--- src/rtl/mem_pkg.sv ---
// Shared types and constants for the external SRAM controller and its arbiter.
// Default widths match the board SRAM (32K x 16).
package mem_pkg;

  localparam int DEF_AW = 15;
  localparam int DEF_DW = 16;
  localparam int DEF_WW = 4;

  localparam logic PORT_DBG = 1'b0;
  localparam logic PORT_CPU = 1'b1;

  typedef enum logic [2:0] {
    IDLE,
    SETUP,
    ACCESS,
    HOLD,
    DONE
  } state_t;

endpackage

--- src/rtl/sram_ctrl_rr_arb2.sv ---
// Two-request round-robin arbiter; the last-grant pointer only advances on take,
// so a grant the owner does not act on never steals fairness from the other port.
module rr_arb2
  import mem_pkg::*;
(
  input  logic       clk,
  input  logic       reset,
  input  logic [1:0] req,
  input  logic       take,
  output logic       gnt_valid,
  output logic       gnt_idx
);

  logic last_q;

  always_comb begin
    gnt_valid = |req;
    if (req == 2'b11) gnt_idx = ~last_q;
    else              gnt_idx = req[1];
  end

  // Pointer resets to the CPU port so the debug port wins the first tie.
  always_ff @(posedge clk) begin
    if (reset)                  last_q <= PORT_CPU;
    else if (take && gnt_valid) last_q <= gnt_idx;
  end

endmodule

--- src/rtl/sram_ctrl.sv ---
// Dual-port asynchronous SRAM controller: round-robin arbitration, programmable
// read/write wait states, per-byte write enables; every pin is driven from a flop.
module sram_ctrl
  import mem_pkg::*;
#(
  parameter int AW = DEF_AW,
  parameter int DW = DEF_DW,
  parameter int BW = DW / 8,
  parameter int WW = DEF_WW
) (
  input  logic          clk,
  input  logic          reset,
  input  logic [WW-1:0] cfg_rd_wait,
  input  logic [WW-1:0] cfg_wr_wait,
  input  logic          m0_req,
  input  logic [AW-1:0] m0_addr,
  input  logic [BW-1:0] m0_we,
  input  logic [DW-1:0] m0_wdata,
  output logic [DW-1:0] m0_rdata,
  output logic          m0_ack,
  input  logic          m1_req,
  input  logic [AW-1:0] m1_addr,
  input  logic [BW-1:0] m1_we,
  input  logic [DW-1:0] m1_wdata,
  output logic [DW-1:0] m1_rdata,
  output logic          m1_ack,
  output logic [AW-1:0] sram_addr,
  input  logic [DW-1:0] sram_dq_i,
  output logic [DW-1:0] sram_dq_o,
  output logic          sram_dq_oe,
  output logic          sram_ce_n,
  output logic          sram_oe_n,
  output logic          sram_we_n,
  output logic [BW-1:0] sram_be_n,
  output logic          busy
);

  state_t        state;
  logic          port_q;
  logic          is_write;
  logic [WW-1:0] count;

  logic          gnt_valid;
  logic          gnt_idx;
  logic          take;
  logic [AW-1:0] sel_addr;
  logic [BW-1:0] sel_we;
  logic [DW-1:0] sel_wdata;

  assign take = (state == IDLE);

  rr_arb2 u_arb (
    .clk       (clk),
    .reset     (reset),
    .req       ({m1_req, m0_req}),
    .take      (take),
    .gnt_valid (gnt_valid),
    .gnt_idx   (gnt_idx)
  );

  always_comb begin
    sel_addr  = m0_addr;
    sel_we    = m0_we;
    sel_wdata = m0_wdata;
    if (gnt_idx == PORT_CPU) begin
      sel_addr  = m1_addr;
      sel_we    = m1_we;
      sel_wdata = m1_wdata;
    end
  end

  // Strobes are set one state ahead so each pin leaves a flop with the state;
  // dq_oe is only raised on the write path, so it never meets oe_n low.
  always_ff @(posedge clk) begin
    if (reset) begin
      state      <= IDLE;
      port_q     <= PORT_DBG;
      is_write   <= 1'b0;
      count      <= '0;
      sram_addr  <= '0;
      sram_dq_o  <= '0;
      sram_dq_oe <= 1'b0;
      sram_ce_n  <= 1'b1;
      sram_oe_n  <= 1'b1;
      sram_we_n  <= 1'b1;
      sram_be_n  <= '1;
      m0_rdata   <= '0;
      m1_rdata   <= '0;
      m0_ack     <= 1'b0;
      m1_ack     <= 1'b0;
      busy       <= 1'b0;
    end else begin
      m0_ack <= 1'b0;
      m1_ack <= 1'b0;
      case (state)
        IDLE: begin
          if (gnt_valid) begin
            port_q    <= gnt_idx;
            sram_addr <= sel_addr;
            sram_dq_o <= sel_wdata;
            sram_ce_n <= 1'b0;
            busy      <= 1'b1;
            if (sel_we == '0) begin
              is_write  <= 1'b0;
              count     <= cfg_rd_wait;
              sram_oe_n <= 1'b0;
              sram_be_n <= '0;
              state     <= ACCESS;
            end else begin
              is_write   <= 1'b1;
              count      <= cfg_wr_wait;
              sram_dq_oe <= 1'b1;
              sram_be_n  <= ~sel_we;
              state      <= SETUP;
            end
          end
        end
        SETUP: begin
          sram_we_n <= 1'b0;
          state     <= ACCESS;
        end
        ACCESS: begin
          if (count != '0) begin
            count <= count - WW'(1);
          end else if (is_write) begin
            sram_we_n <= 1'b1;
            state     <= HOLD;
          end else begin
            if (port_q == PORT_DBG) begin
              m0_rdata <= sram_dq_i;
              m0_ack   <= 1'b1;
            end else begin
              m1_rdata <= sram_dq_i;
              m1_ack   <= 1'b1;
            end
            sram_ce_n <= 1'b1;
            sram_oe_n <= 1'b1;
            sram_be_n <= '1;
            state     <= DONE;
          end
        end
        HOLD: begin
          if (port_q == PORT_DBG) m0_ack <= 1'b1;
          else                    m1_ack <= 1'b1;
          sram_ce_n  <= 1'b1;
          sram_dq_oe <= 1'b0;
          sram_be_n  <= '1;
          state      <= DONE;
        end
        DONE: begin
          busy  <= 1'b0;
          state <= IDLE;
        end
        default: begin
          state <= IDLE;
        end
      endcase
    end
  end

endmodule
--- config.mk ---
export PLATFORM = sky130hd
export DESIGN_NAME = sram_ctrl
export DESIGN_NICKNAME = d
export VERILOG_FILES = /design/src/rtl/mem_pkg.sv /design/src/rtl/sram_ctrl_rr_arb2.sv /design/src/rtl/sram_ctrl.sv
export SDC_FILE = /design/constraint.sdc
export NUM_CORES = 1
export LEC_CHECK = 0
export ABC_CLOCK_PERIOD_IN_PS = 2900
export BUFFER_PORTS_ARGS = -buffer_cell sky130_fd_sc_hd__buf_2
export CORE_ASPECT_RATIO = 2
export CORE_MARGIN = 5
export CORE_UTILIZATION = 30
export CTS_CLUSTER_DIAMETER = 30
export DETAILED_ROUTE_END_ITERATION = 10
export GPL_ROUTABILITY_DRIVEN = 0
export PLACE_DENSITY_LB_ADDON = 0.25
export SYNTH_ARGS = -nofsm -noshare
export SYNTH_HDL_FRONTEND = slang
export SYNTH_SLANG_ARGS = --single-unit
--- constraint.sdc ---
create_clock -name clk -period 2.9 [get_ports clk]
set_clock_uncertainty 0.05 [all_clocks]
set_input_delay 0.435 -clock clk [delete_from_list [all_inputs] [get_ports clk]]
set_output_delay 0.435 -clock clk [all_outputs]
set_load 0.01 [all_outputs]
==> key figures <==
Status
  – Run status: complete, no violations

STA
  – Number of slew-limit violations in the final report: 0
  – Post-layout min period: 2250 ps
  – Highest Clock Rate: roughly 450 MHz
  – Final period util: 0.774
  – Total negative slack for setup checks: 0 ps
  – Total setup violations reported at the end of the flow: 0
  – Transition time at the pin with the least slew margin: 698 ps
  – Unrepaired setup endpoints after global routing: false
  – Hold violation count in the final report: 0
  – Worst rel slew slack: 0.534

Run
  – Reported max-cap violation count: 0

Pwr
  – Post-route total power: 0.00453 W
  – Portion of total power attributed to combinational logic: 0.379
  – Power spent charging and discharging nets: 0.00169 W
  – Cell Pwr Density: between 900 and 1000 mW/mm^2
  – Internal Dissipation: 0.00284 W
  – Portion of total power attributed to the clock network: 0.250
  – Sequential Power Share: 0.371
  – Net switching fraction of the power: 0.372
  – Static leakage: between 2 and 2.5 nW
  – VDD IR max: 433 uV

Place
  – Sum of net half-perimeters after detailed placement: 7830 um
  – Port Buffers: 165
  – Cell area reported after detailed placement: between 0.004 and 0.005 mm^2
  – Post-placement cell count: 679

Critical path
  – Crit Path Class: reg -> reg
  – FF-to-FF Start: count[0]$_SDFFE_PP0P_
  – Worst EP arrival: between 2000 and 2500 ps
  – CP required: between 3000 and 4000 ps
  – Endpoint of the lowest-slack register-to-register path: m1_rdata[10]$_SDFFE_PP0P_
  – Launching element type of the critical path: flop
  – Critical Path End Type: flop
  – Top fanout value on the critical path: 16
  – Worst Reg2Reg Path Length in Cells: 6
  – Worst reg-to-reg setup slack: 650 ps
  – Slowest Stage Delay on Critical Path: 620 ps
  – CP Cell Sequence: inv_1 -> ha_1 -> nor4b_2 -> nand3_1 -> nand2_1 -> a21oi_1
  – Critical path endpoint: m1_rdata[10]$_SDFFE_PP0P_
  – Slowest stage cell on the critical path: nand3_1
  – Worst setup path startpoint: count[0]$_SDFFE_PP0P_

Clock tree
  – Post-CTS Repair Setup Buffers: 0
  – TritonCTS clock tree: yes
  – Clock tree sinks: between 80 and 90
  – Hold-fix buffers, CTS: 0
  – Num CTS Buffers: 9
  – Clock-pin slew on the worst setup and hold paths: 60 ps
  – Clock latency reported for the late side of the worst-skew pair: 330 ps
  – Buffer depth of the longest clock path: 2
  – Clock root buffer: clkbuf_16
  – Number of levels the H-tree was split into: 3
  – Quantity of gates resized following cts: 0

Cells and area
  – Net count reported at finish: 643
  – Area occupied by registers: 0.00164 mm^2
  – Synth-to-Final Area Change: 35.4%
  – Ant diodes: 0
  – Final-layout fill cell count: 1,190
  – Finished Cell Area: 0.00471 mm^2
  – Cell Count, Final, Fillers Out: 695
  – Footprint of the multi-input gates: ~0.0017 mm^2
  – Fraction of final layout cells sized beyond drive strength 1: 0.354

Synth
  – Top cell type's share of synthesized area: 0.472
  – Cell types occupying the most area after synthesis: dfxtp_1, mux2i_1, nand2_1
  – Yosys synthesis warning count: 0
  – Commonest cells in the netlist: dfxtp_1, nand2_1, nor2_1
  – Cell with the most instances after synthesis: dfxtp_1
  – Synthesized area per cell: slightly below 9 um^2
  – Post-synthesis cell count: slightly below 400
  – Share of flip-flops with an asynchronous set or reset after synthesis: 0
  – Post-synthesis net count: slightly below 500
  – Flop and latch count out of synthesis: 82
  – Area leader, netlist: dfxtp_1
  – Most instantiated flip-flop cell in the synthesis netlist: dfxtp_1
  – Netlist area before placement: 0.00348 mm^2
  – Number of distinct library cell variants in the gate-level netlist after synthesis: 41
  – Fraction of the yosys area taken by sequential cells: 0.472
  – Post-synth EDFFs: 0

Route
  – Vias per inst: 4.83
  – DRC violation count after routing: 0
  – First-pass iteration count of the detailed router: 4
  – Antenna violation net count after detailed routing: 0
  – WL per Instance: 14.3 um
  – Number of design-rule violations left by the first detailed-router iteration: between 90 and 100
  – Post-Route WL: 9960 um
  – Via count of the routed design: approximately 3.4k

Floorplanning
  – Ports: around 170
  – Core area: 0.0114 mm^2
  – Die boundary width: 86.1 um
  – Cell row count: 55
  – Initial core utilization: 0.306
  – Die H: around 160 um
  – Die ar.: about 0.014 mm^2

GRT
  – Remaining Overflow, GRT: 0
  – Maximum number of pins on one net before global-route repair: 44
  – Wire length of the first global-routing pass: between 15,000 and 20,000 um
  – Initial antenna violation count: 0
  – GR Util All Layers: 0.143
  – Vias in the first global route: 3,423

Min path
  – Class of the tightest hold or removal check: in -> reg
==> placed cells by master, fill, tap and decap left out, types with 4 or more instances in the layout <==
master	synthesis	layout
a211oi_1	33	33
a21oi_1	40	40
buf_2	12	165
buf_4	1	5
clkbuf_16	0	9
dfxtp_1	82	82
inv_1	5	5
mux2i_1	33	33
nand2_1	70	70
nand3_1	5	5
nand3b_1	5	5
nor2_1	41	41
nor3_1	6	6
o21ai_0	4	4
o21bai_1	4	4
==> through the flow <==
stage | hold slack [ps] | util | setup slack [ps]
finish | 300 | 0.415 | 654
global route | 296 | 0.415 | 388
CTS | 286 | 0.415 | 621
detailed placement | 394 | 0.388 | 643
global placement | 388 | 0.388 | 747
floorplan | 417 | - | 1090
==> area by class of cell <==
| type | instances | share of cell area |
|---|---|---|
| Clock inverter | 7 | 0.0159 |
| Sequential cell | 82 | 0.349 |
| Timing Repair Buffer | 171 | 0.188 |
| Multi-Input combinational cell | 279 | 0.358 |
| Clock buffer | 9 | 0.0478 |
| Tap cell | 142 | 0.0377 |
| Inverter | 5 | 0.00399 |
==> flip-flops by register name (all words and copies together), names as in the netlist <==
signal and count:
busy 1, m0_rdata 16, m0_ack 1, sram_we_n 1, m1_rdata 16, is_write 1, sram_ce_n 1, m1_ack 1
sram_oe_n 1, port_q 1, count 4, sram_addr 15, sram_be_n 2, state 3, sram_dq_oe 1, sram_dq_o 16
u_arb.last_q 1
==> per-layer routing <==
| layer | wire [um] | vias up | global-route usage |
|---|---|---|---|
| met5 | 0 | - | 0 |
| met1 | 3670 | 1511 | 0.146 |
| met3 | 845 | 10 | 0.0426 |
| li1 | - | 1696 | - |
| met2 | 5330 | 141 | 0.265 |
| met4 | 116 | 0 | 0.0540 |
==> power groups by stage <==
stage,Combinational (W),Clock [W],Sequential [W]
floorplan,0.00108,0,0.00177
global placement,0.00171,0,0.00169
detailed placement,0.00174,0,0.00170
CTS,0.00175,0.00118,0.00168
global route,0.00192,0.00122,0.00172
finish,0.00172,0.00113,0.00168
==> worst min-delay path by stage <==
stage | depth (start not counted) | startpoint | end
2_1_floorplan | 2 | count[0]$_SDFFE_PP0P_ | count[0]$_SDFFE_PP0P_
3_3_place_gp | 2 | m1_rdata[1]$_SDFFE_PP0P_ | m1_rdata[1]$_SDFFE_PP0P_
3_5_place_dp | 2 | m1_rdata[5]$_SDFFE_PP0P_ | m1_rdata[5]$_SDFFE_PP0P_
4_1_cts | 3 | sram_dq_i[5] | m0_rdata[5]$_SDFFE_PP0P_
5_1_grt | 3 | sram_dq_i[11] | m1_rdata[11]$_SDFFE_PP0P_
6_report | 3 | sram_dq_i[5] | m0_rdata[5]$_SDFFE_PP0P_
==> worst max-delay path: cells and delay by family (launching register included) <==
kind	cells	cell delay [ps]
fa+ha+maj	1	200
simple gates	3	1390
compound gates	1	90
flops	1	320
buf+inv	1	80
==> cells by family after synthesis <==
| logic type | share of synthesized area |
|---|---|
| compound gates | 0.180 |
| xor+xnor | 0.00252 |
| fa+ha+maj | 0.00360 |
| buf+inv | 0.0464 |
| flops | 0.472 |
| mux | 0.101 |
| simple gates | 0.194 |
(Power assumes the default switching activity.)
